--- src/rtl/cp0_irq.sv ---
// MIPS CP0 register file: BadVAddr, Count, Compare, Status, Cause, EPC.
// Handles MTC0 writes, exception/ERET commits, the Count/Compare timer and interrupt requests.
module cp0_irq #(
   parameter int unsigned HW_INT_NUM = 6,
   parameter int unsigned COUNT_DIV  = 2,
   parameter int unsigned TIMER_IP   = 7
) (
   input  logic                  clk,
   input  logic                  reset,
   input  logic [4:0]            raddr,
   output logic [31:0]           rdata,
   input  logic                  wen,
   input  logic [4:0]            waddr,
   input  logic [31:0]           wdata,
   input  logic                  ex_valid,
   input  logic [4:0]            ex_code,
   input  logic [31:0]           ex_pc,
   input  logic                  bd,
   input  logic [31:0]           badvaddr,
   input  logic                  eret,
   input  logic [HW_INT_NUM-1:0] hw_int,
   output logic                  int_req,
   output logic [31:0]           epc,
   output logic                  exl
);

   localparam int unsigned PW = (COUNT_DIV > 1) ? $clog2(COUNT_DIV) : 1;
   localparam logic [PW-1:0] PRESC_MAX = PW'(COUNT_DIV - 1);

   localparam logic [4:0] REG_BADVADDR = 5'd8;
   localparam logic [4:0] REG_COUNT    = 5'd9;
   localparam logic [4:0] REG_COMPARE  = 5'd11;
   localparam logic [4:0] REG_STATUS   = 5'd12;
   localparam logic [4:0] REG_CAUSE    = 5'd13;
   localparam logic [4:0] REG_EPC      = 5'd14;

   logic [31:0]   r_badvaddr;
   logic [31:0]   r_count;
   logic [31:0]   r_compare;
   logic [31:0]   r_epc;
   logic [PW-1:0] r_presc;
   logic [7:0]    r_im;
   logic          r_exl;
   logic          r_ie;
   logic          r_bd;
   logic          r_ti;
   logic [5:0]    r_hw_ip;
   logic [1:0]    r_sw_ip;
   logic [4:0]    r_exccode;

   logic          w_mtc0;
   logic          w_wr_count;
   logic          w_wr_compare;
   logic          w_tick;
   logic          w_match;
   logic [5:0]    w_hw_ext;
   logic [7:0]    w_ti_ip;
   logic [7:0]    w_ip;
   logic [31:0]   w_status;
   logic [31:0]   w_cause;

   // MTC0 only takes effect when no exception or ERET commits in the same cycle
   assign w_mtc0       = wen & ~ex_valid & ~eret;
   assign w_wr_count   = w_mtc0 && (waddr == REG_COUNT);
   assign w_wr_compare = w_mtc0 && (waddr == REG_COMPARE);
   assign w_tick       = (r_presc == PRESC_MAX);
   assign w_match      = (r_count == r_compare);

   always_comb begin
      w_hw_ext = '0;
      for (int unsigned i = 0; i < HW_INT_NUM; i++) begin
         if (i < 6) w_hw_ext[i] = hw_int[i];
      end
   end

   assign w_ti_ip  = r_ti ? (8'd1 << TIMER_IP) : 8'd0;
   assign w_ip     = {r_hw_ip, r_sw_ip} | w_ti_ip;
   assign w_status = {9'b0, 1'b1, 6'b0, r_im, 6'b0, r_exl, r_ie};
   assign w_cause  = {r_bd, r_ti, 14'b0, w_ip, 1'b0, r_exccode, 2'b0};

   // Count prescaler, Compare and timer-interrupt flag
   always_ff @(posedge clk) begin
      if (reset) begin
         r_count   <= '0;
         r_presc   <= '0;
         r_compare <= 32'hFFFF_FFFF;
         r_ti      <= 1'b0;
      end else begin
         if (w_wr_count) begin
            r_count <= wdata;
            r_presc <= '0;
         end else if (w_tick) begin
            r_count <= r_count + 32'd1;
            r_presc <= '0;
         end else begin
            r_presc <= r_presc + PW'(1);
         end
         if (w_wr_compare) begin
            r_compare <= wdata;
            r_ti      <= 1'b0;
         end else if (w_match) begin
            r_ti <= 1'b1;
         end
      end
   end

   // Hardware interrupt lines are sampled once per cycle into IP[7:2]
   always_ff @(posedge clk) begin
      if (reset) r_hw_ip <= '0;
      else       r_hw_ip <= w_hw_ext;
   end

   // Exception commit, ERET and MTC0 to Status/Cause/EPC, in priority order
   always_ff @(posedge clk) begin
      if (reset) begin
         r_badvaddr <= '0;
         r_epc      <= '0;
         r_im       <= '0;
         r_exl      <= 1'b0;
         r_ie       <= 1'b0;
         r_bd       <= 1'b0;
         r_sw_ip    <= '0;
         r_exccode  <= '0;
      end else if (ex_valid) begin
         if (!r_exl) begin
            r_epc <= bd ? (ex_pc - 32'd4) : ex_pc;
            r_bd  <= bd;
         end
         r_exccode <= ex_code;
         r_exl     <= 1'b1;
         if (ex_code == 5'd4 || ex_code == 5'd5) r_badvaddr <= badvaddr;
      end else if (eret) begin
         r_exl <= 1'b0;
      end else if (wen) begin
         case (waddr)
            REG_STATUS: begin
               r_im  <= wdata[15:8];
               r_exl <= wdata[1];
               r_ie  <= wdata[0];
            end
            REG_CAUSE: r_sw_ip <= wdata[9:8];
            REG_EPC:   r_epc   <= wdata;
            default: ;
         endcase
      end
   end

   always_comb begin
      rdata = '0;
      case (raddr)
         REG_BADVADDR: rdata = r_badvaddr;
         REG_COUNT:    rdata = r_count;
         REG_COMPARE:  rdata = r_compare;
         REG_STATUS:   rdata = w_status;
         REG_CAUSE:    rdata = w_cause;
         REG_EPC:      rdata = r_epc;
         default:      rdata = '0;
      endcase
   end

   assign int_req = r_ie & ~r_exl & (|(w_ip & r_im));
   assign epc     = r_epc;
   assign exl     = r_exl;

endmodule

--- config.mk ---
export PLATFORM = sky130hd
export DESIGN_NAME = cp0_irq
export DESIGN_NICKNAME = d
export VERILOG_FILES = /design/src/rtl/cp0_irq.sv
export SDC_FILE = /design/constraint.sdc
export NUM_CORES = 1
export LEC_CHECK = 0
export CORE_MARGIN = 4
export CORE_UTILIZATION = 39
export CTS_CLUSTER_SIZE = 24
export DETAILED_ROUTE_END_ITERATION = 8
export MAX_ROUTING_LAYER = met4
export PLACE_DENSITY = 0.75
export SYNTH_ARGS = -nofsm -noshare
export SYNTH_HDL_FRONTEND = slang
export SYNTH_SLANG_ARGS = --single-unit
--- constraint.sdc ---
create_clock -name clk -period 3.7 [get_ports clk]
set_input_delay 0.37 -clock clk [delete_from_list [all_inputs] [get_ports clk]]
set_output_delay 0.37 -clock clk [all_outputs]
set_load 0.05 [all_outputs]
==> impl_metrics.env, run 1 <==
export IMPL_setup_viol_count_final=0
export IMPL_netlist_area_mm2=0.00830
export IMPL_grt_busiest_layer="met2"
export IMPL_final_hold_violation_count=0
export IMPL_end_kind="output pin"
export IMPL_drive_gt1_share_pct=8.52
export IMPL_port_buffers=188
export IMPL_die_x_um=154
export IMPL_fp_dieH_um=154
export IMPL_grt_overflow_total=0
export IMPL_async_flop_share_pct=0
export IMPL_syn_to_final_growth_pct=30.8
export IMPL_rsz0062_at_grt="false"
export IMPL_wl_per_cell_um=20.4
export IMPL_grt_pass1_wl_um=45700
export IMPL_switching_share_pct=29.8
export IMPL_post_cts_resized=0
export IMPL_p_int_mw=2.85
export IMPL_dpl_cell_count=1440
export IMPL_crit_fanout=32
export IMPL_n_antenna_cell=0
export IMPL_use_met1_pct=35.2
export IMPL_drc=0
export IMPL_synth_fp_nets=1176
export IMPL_grt_max_degree=65
export IMPL_grtUsageMet2_pct=36.2
export IMPL_fin_area_mm2=0.0109
export IMPL_drv_cap=0
export IMPL_synth_edff_count=0
export IMPL_dr_first_iter_drc_count=939
export IMPL_synth_seq_area_share_pct=37.2
export IMPL_synth_area_per_cell_um2=7.89
export IMPL_slew_headroom_pct=22.2
export IMPL_fin_worst_skew_ns=0.00751
export IMPL_start_util_pct=39.6
export IMPL_max_freq_ghz=0.364
export IMPL_synth_cell_types=68
export IMPL_grt_use_met3_pct=5.21
export IMPL_ys_warn_count=0
export IMPL_cts_reportedPaths_clkPinSlew_ns=0.06
export IMPL_p_switching_mw=1.21
export IMPL_hold_buffers=0
export IMPL_instances_no_fill=1472
export IMPL_ys_flop_type="dfxtp_1"
export IMPL_ys_ff_latch=154
export IMPL_clock_path_buffers=2
export IMPL_place_hpwl_um=22700
export IMPL_cp_required_ns=3.33
export IMPL_finalNetCount=1309
export IMPL_crit_path_top_delay_cell="a222oi_1"
export IMPL_grt_use_total_pct=25.3
export IMPL_power_density_mw_per_mm2=373
export IMPL_htreeDepth=4
export IMPL_cts_sinks=154
export IMPL_cts_tree="done"
export IMPL_p_seq_share_pct=43.3
export IMPL_tns_ns=0
export IMPL_start_kind="input pin"
export IMPL_path_class="input pin to output pin"
export IMPL_period_minus_slack_ns=2.74
export IMPL_pin_count=189
export IMPL_clockRootBuffer="clkbuf_16"
export IMPL_fillCellCount=2008
export IMPL_core_mm2=0.0210
export IMPL_antenna_found_initial=0
export IMPL_worstPathArrival_ns=2.37
export IMPL_post_cts_buffers=0
export IMPL_final_common_cell="nand2_1"
export IMPL_fin_crit_sh_pct=74.2
export IMPL_routed_wl_um=30000
export IMPL_dr_pass1_iters=7
export IMPL_die_area_mm2=0.0237
export IMPL_hp_class="input pin to register"
export IMPL_clkPwrFrac_pct=42.0
export IMPL_cts_buffers_inserted=17
export IMPL_place_gp_congestion=0.946
export IMPL_worst_slew_pin_slew_ns=1.17
export IMPL_leakage_nw=4.00
export IMPL_grt_pass1_vias=7899
export IMPL_placed_area_mm2=0.0103
export IMPL_power_frac_comb_pct=14.6
export IMPL_postRouteAntennaNets=0
export IMPL_status="completed"
export IMPL_fp_row_count=53
export IMPL_clock_latency_ns=0.44
export IMPL_ir_drop_mv=0.255
export IMPL_final_cell_mix="nand2_1, dfxtp_1, clkdlybuf4s50_1"
export IMPL_syn_inst=1051
export IMPL_vias=8608
export IMPL_path_cells="clkdlybuf4s50_1 > nand2b_1 > nor3_2 > buf_4 > a222oi_1 > nand2_1 > buf_4"
export IMPL_slew_viol_final=0
export IMPL_viasPerCell=5.85
export IMPL_max_stage_delay_ns=0.55
export IMPL_path_common_cell="buf_4"
-- power by group through the flow --
stage | Combinational, mW | Clock (mW) | Sequential [mW]
6_report | 0.593 | 1.70 | 1.75
5_1_grt | 0.625 | 1.79 | 1.76
4_1_cts | 0.589 | 1.71 | 1.75
3_5_place_dp | 0.587 | 0 | 1.79
3_3_place_gp | 0.584 | 0 | 1.79
2_1_floorplan | 0.211 | 0 | 1.85
-- synth_stat cells, drive strengths merged, types with 12 or more instances --
master	n	area share, %
buf	14	0.83
xnor2	68	7.2
nand2	182	8.2
nor3	18	1.1
clkbuf	73	3.3
dfxtp	154	37
nor4	21	1.9
o21ai	15	0.90
a22oi	59	5.3
a211oi	35	3.2
a31oi	12	0.90
xor2	12	1.3
a21oi	57	3.4
mux2i	20	2.4
nor2	82	3.7
nand4	23	1.9
nand3	52	3.2
inv	22	1.0
-- final cells by class --
cell class / instances / area (um2) / area share, %
Clock buffer: 17 / 425 / 3.92
Timing Repair Buffer: 201 / 1970 / 18.1
Sequential cell: 154 / 3080 / 28.4
Inverter: 22 / 82.6 / 0.761
Multi-Input combinational cell: 788 / 4810 / 44.3
Tap cell: 275 / 344 / 3.17
Clock inverter: 15 / 141 / 1.30
-- cell families after synthesis --
group           after synthesis  synth area share (%)
mux                          20                  2.41
flops                       154                  37.2
fa+ha+maj                     2                 0.302
xor+xnor                     80                  8.45
compound gates              235                  19.7
simple gates                451                  26.9
buf+inv                     109                  5.13
-- worst max-delay path: cells and delay by family --
family	cells	cell delay [ns]
AO/OA/AOI/OAI	1	0.55
AND/OR/NAND/NOR	3	0.43
buffers and inverters	3	1.00
-- path summary, 6_finish.rpt --
kind,startpoint,endpoint,slack (ns),cells past startpoint
setup / recovery,raddr[4],rdata[0],0.96,7
setup reg to reg,exl$_SDFFE_PP0P_,epc[24]$_SDFFE_PP0P_,1.03,5
hold reg to reg,r_badvaddr[18]$_SDFFE_PP0P_,r_badvaddr[18]$_SDFFE_PP0P_,0.45,2
hold / removal,ex_valid,epc[25]$_SDFFE_PP0P_,0.40,3
-- stage by stage --
stage / total power, mW / utilization [%] / hold slack [ns] / worst slack [ns]
4_1_cts: 4.05 / 51.8 / 0.384 / 1.02
2_1_floorplan: 2.06 / - / 0.436 / 1.47
3_3_place_gp: 2.37 / 49.1 / 0.444 / 1.01
5_1_grt: 4.17 / 51.8 / 0.408 / 0.812
6_report: 4.05 / 51.8 / 0.399 / 0.956
3_5_place_dp: 2.38 / 49.1 / 0.448 / 0.954
-- metal layers --
| layer | up-vias | part of all wire (%) |
|---|---|---|
| met1 | 4037 | 43 |
| met4 | 0 | 3.2 |
| met5 | - | 0 |
| met2 | 469 | 44 |
| met3 | 61 | 9.7 |
| li1 | 4041 | - |
-- registers in the layout, indices dropped and copies added (netlist names) --
name        flops
epc            32
exl             1
r_badvaddr     32
r_bd            1
r_compare      32
r_count        32
r_exccode       5
r_hw_ip         6
r_ie            1
r_im            8
r_presc         1
r_sw_ip         2
r_ti            1
Note: power is estimated with default switching activity, not from simulation.
==> run 2: changes to the inputs <==
PLACE_DENSITY = 0.77   (was 0.75)
clock period = 2.5 ns   (was 3.7 ns; I/O delays follow)
==> impl_metrics.env, run 2 (synthesis gave the netlist of run 1 again) <==
export IMPL_start_util_pct=39.6
export IMPL_grt_use_total_pct=26.0
export IMPL_fillCellCount=1857
export IMPL_path_class="input pin to output pin"
export IMPL_n_antenna_cell=0
export IMPL_wl_per_cell_um=20.6
export IMPL_die_area_mm2=0.0237
export IMPL_end_kind="output pin"
export IMPL_worst_path_buf_inv=3
export IMPL_pin_count=189
export IMPL_antenna_found_initial=0
export IMPL_postRouteAntennaNets=0
export IMPL_multi_input_area_mm2=0.00482
export IMPL_clockRootBuffer="clkbuf_16"
export IMPL_leakage_nw=4.30
export IMPL_port_buffers=188
export IMPL_worst_slew_pin_slew_ns=0.658
export IMPL_hold_buffers=0
export IMPL_dr_first_iter_drc_count=1148
export IMPL_cts_reportedPaths_clkPinSlew_ns=0.07
export IMPL_status="completed"
export IMPL_crit_path_top_delay_cell="clkdlybuf4s50_1"
export IMPL_crit_fanout=32
export IMPL_final_common_cell="nand2_1"
export IMPL_slew_headroom_pct=55.6
export IMPL_viasPerCell=5.86
export IMPL_fin_crit_sh_pct=95.8
export IMPL_finalWorstSetupSlack_ns=0.104
export IMPL_period_minus_slack_ns=2.40
export IMPL_fp_dieH_um=154
export IMPL_placed_area_mm2=0.0110
export IMPL_slew_viol_final=0
export IMPL_cp_required_ns=2.25
export IMPL_instances_no_fill=1507
export IMPL_max_stage_delay_ns=0.52
export IMPL_fin_area_mm2=0.0116
export IMPL_core_mm2=0.0210
export IMPL_htreeDepth=4
export IMPL_place_gp_congestion=0.919
export IMPL_grt_pass1_wl_um=47000
export IMPL_crit_family="buffers and inverters"
export IMPL_place_hpwl_um=23300
export IMPL_drive_gt1_share_pct=11.2
export IMPL_start_kind="input pin"
export IMPL_power_density_mw_per_mm2=531
export IMPL_pre_cts_slack_ns=0.00593
export IMPL_post_cts_resized=1
export IMPL_clock_path_buffers=2
export IMPL_path_common_cell="buf_12"
export IMPL_setup_viol_count_final=0
export IMPL_post_cts_buffers=0
export IMPL_path_cells="clkdlybuf4s50_1 > nand2b_1 > nor3_2 > buf_12 > a222oi_1 > nand2_1 > buf_12"
export IMPL_clock_latency_ns=0.44
export IMPL_die_x_um=154
export IMPL_drv_cap=0
export IMPL_drc=0
export IMPL_tns_ns=0
export IMPL_grt_overflow_total=0
export IMPL_rsz0062_at_grt="false"
export IMPL_dr_pass1_iters=6
export IMPL_worstPathArrival_ns=2.15
export IMPL_fp_row_count=53
export IMPL_cts_sinks=154
export IMPL_ir_drop_mv=0.390
export IMPL_syn_to_final_growth_pct=39.6
export IMPL_vias=8835
export IMPL_seq_area_mm2=0.00308
export IMPL_cts_buffers_inserted=17
export IMPL_grt_max_degree=93
export IMPL_dpl_cell_count=1475
export IMPL_cts_tree="done"
export IMPL_finalNetCount=1344
export IMPL_grt_pass1_vias=8263
export IMPL_max_freq_ghz=0.417
export IMPL_hp_class="input pin to register"
export IMPL_final_hold_violation_count=0
export IMPL_final_cell_mix="nand2_1, dfxtp_1, clkdlybuf4s50_1"
export IMPL_routed_wl_um=31000
export IMPL_fin_worst_skew_ns=0.00812
export IMPL_finalPower_mw=6.15
[run 2: changes by cell type in the layout (fill, tap and decap cells not counted), sizes merged]
cell	delta
buf	+35
clkdlybuf4s50	-1
clkinv	+1
dlygate4sd2	+1
inv	-1
[run 2: layout make-up]
| class | count | share of cell area, % |
|---|---|---|
| well taps | 275 | 2.97 |
| repair buffers | 236 | 23.0 |
| flip-flops and latches | 154 | 26.6 |
| clock buffers | 17 | 3.67 |
| inverters | 22 | 0.713 |
| clock inverters | 15 | 1.44 |
| multi-input cells | 788 | 41.6 |
[run 2: final timing paths]
kind	from	end	slack (ns)	depth (start not counted)
hold / removal	reset	epc[20]$_SDFFE_PP0P_	0.22	2
hold reg to reg	r_badvaddr[8]$_SDFFE_PP0P_	r_badvaddr[8]$_SDFFE_PP0P_	0.46	2
setup reg to reg	r_count[3]$_SDFFE_PP0P_	r_count[28]$_SDFFE_PP0P_	0.46	5
setup / recovery	raddr[4]	rdata[0]	0.10	7
[run 2: layer usage]
| metal | GRT usage (%) | routed length, um | up-vias |
|---|---|---|---|
| met5 | - | 0 | - |
| met2 | 38.4 | 13800 | 484 |
| li1 | - | - | 4113 |
| met1 | 35.4 | 13100 | 4174 |
| met3 | 5.94 | 3230 | 64 |
| met4 | 8.54 | 896 | 0 |
[run 2: metrics by stage]
step,hold WS [ns],utilization [%]
finish,0.222,55.3
global placement,0.442,52.5
floorplan,0.374,-
global route,0.229,55.3
CTS,0.199,55.3
detailed placement,0.446,52.5
[run 2: report_power, final]
part           switching [mW]  leakage [nW]  internal, mW
registers              0.0802          1.25          2.52
logic                   0.533          2.76         0.425
clock network            1.24         0.294          1.35
==> run 3: changes to the inputs <==
CORE_MARGIN = 1.5   (was 4)
==> impl_metrics.env, run 3 (synthesis gave the netlist of run 1 again) <==
export IMPL_worstPathArrival_ns=2.16
export IMPL_path_cells="clkdlybuf4s50_1 > nand2b_1 > nor3_2 > buf_12 > a222oi_1 > nand2_1 > buf_12"
export IMPL_power_density_mw_per_mm2=530
export IMPL_place_hpwl_um=23100
export IMPL_final_common_cell="nand2_1"
export IMPL_max_freq_ghz=0.414
export IMPL_finalNetCount=1339
export IMPL_final_cell_mix="nand2_1, dfxtp_1, clkdlybuf4s50_1"
export IMPL_start_kind="input pin"
export IMPL_tns_ns=0
export IMPL_fillCellCount=1914
export IMPL_status="completed"
export IMPL_path_class="input pin to output pin"
export IMPL_hold_buffers=0
export IMPL_final_hold_violation_count=0
export IMPL_finalWorstSetupSlack_ns=0.0864
export IMPL_multi_input_area_mm2=0.00482
export IMPL_switching_share_pct=28.9
export IMPL_final_core_util_pct=54.9
export IMPL_seq_area_mm2=0.00308
export IMPL_drc=0
export IMPL_dr_first_iter_drc_count=1218
export IMPL_path_common_cell="buf_12"
export IMPL_grt_pass1_vias=8024
export IMPL_drv_cap=0
export IMPL_htreeDepth=4
export IMPL_leakage_nw=4.25
export IMPL_start_util_pct=39.6
export IMPL_cts_reportedPaths_clkPinSlew_ns=0.07
export IMPL_slew_viol_final=0
export IMPL_period_minus_slack_ns=2.41
export IMPL_cts_buffers_inserted=17
export IMPL_setup_viol_count_final=0
export IMPL_vias=8816
export IMPL_power_frac_comb_pct=15.5
export IMPL_p_switching_mw=1.76
export IMPL_core_mm2=0.0210
export IMPL_clock_path_buffers=2
export IMPL_postRouteAntennaNets=0
export IMPL_crit_path_top_delay_cell="clkdlybuf4s50_1"
export IMPL_syn_to_final_growth_pct=38.7
export IMPL_port_buffers=188
export IMPL_grt_pass1_wl_um=46300
export IMPL_fin_worst_skew_ns=0.00636
export IMPL_cts_sinks=154
export IMPL_cp_required_ns=2.25
export IMPL_clock_latency_ns=0.43
export IMPL_worst_slew_pin_slew_ns=0.660
export IMPL_fp_dieH_um=149
export IMPL_end_kind="output pin"
export IMPL_pre_cts_slack_ns=-0.0498
export IMPL_rsz0062_at_grt="false"
export IMPL_routed_wl_um=30500
export IMPL_slew_headroom_pct=55.4
export IMPL_dr_pass1_iters=7
export IMPL_die_x_um=149
export IMPL_die_area_mm2=0.0222
export IMPL_grt_max_degree=65
export IMPL_hp_class="input pin to register"
export IMPL_viasPerCell=5.87
export IMPL_fin_crit_sh_pct=96.5
export IMPL_drive_gt1_share_pct=10.8
export IMPL_finalPower_mw=6.10
export IMPL_n_antenna_cell=0
export IMPL_pin_count=189
export IMPL_grt_overflow_total=0
export IMPL_place_gp_congestion=0.961
export IMPL_fp_row_count=53
export IMPL_max_stage_delay_ns=0.51
export IMPL_ir_drop_mv=0.453
export IMPL_antenna_found_initial=0
export IMPL_cts_tree="done"
export IMPL_clkPwrFrac_pct=41.9
export IMPL_p_seq_share_pct=42.6
export IMPL_crit_fanout=32
export IMPL_holdWs_ns=0.231
export IMPL_p_int_mw=4.34
export IMPL_wl_per_cell_um=20.3
export IMPL_clockRootBuffer="clkbuf_16"
export IMPL_grt_use_total_pct=28.2
## run 3: changes by cell type in the layout (fill, tap and decap cells not counted)
cell / change
clkinvlp_4: +1
clkinv_8: -2
clkinv_4: +3
bufinv_16: +1
buf_12: -2
inv_6: +4
inv_8: -7
buf_4: -3
## run 3: cell type report
type	instances	share of cell area, %
clock buffer	17	3.70
clock inverter	15	1.34
inverter	22	0.717
multi-input combinational	788	41.9
sequential	154	26.8
tap	275	2.99
timing repair buffer	231	22.6
## run 3: what timing repair did
| item | in CTS | in global routing |
|---|---|---|
| gates resized for setup | 1 | 0 |
| setup buffers | 0 | 0 |
| setup endpoints to repair | 1 | 0 |
## run 3: worst paths after layout
path	from	to	slack, ns	cells after the start
worst min register to register	r_badvaddr[15]$_SDFFE_PP0P_	r_badvaddr[15]$_SDFFE_PP0P_	0.45	2
worst max register to register	r_count[4]$_SDFFE_PP0P_	r_count[26]$_SDFFE_PP0P_	0.47	5
worst max-delay path	raddr[4]	rdata[3]	0.09	7
worst min-delay path	reset	r_exccode[1]$_SDFFE_PP0P_	0.23	2
## run 3: per-stage QoR
stage	std cells	area [um2]
6_report	1502	11500
4_1_cts	1502	11500
3_3_place_gp	1470	10900
3_5_place_dp	1470	10900
5_1_grt	1502	11500
2_1_floorplan	1051	8300
## run 3: routing by layer
layer,GRT usage (%),wire (um)
met5,-,0
met4,11.0,986
met3,4.46,3110
met2,41.5,13700
met1,38.7,12700
## run 3: power by group through the flow
stage	Clock [mW]	Sequential [mW]	Combinational (mW)
2_1_floorplan	0	2.74	0.312
3_3_place_gp	0	2.65	0.925
3_5_place_dp	0	2.65	0.933
4_1_cts	2.56	2.59	0.937
5_1_grt	2.68	2.60	0.994
6_report	2.56	2.60	0.946
## run 3: worst max-delay path, delay by kind of cell
| kind | cells | cell delay (ns) |
|---|---|---|
| AOI/OAI and AO/OA | 1 | 0.48 |
| buffers and inverters | 3 | 0.89 |
| and+or+nand+nor | 3 | 0.52 |
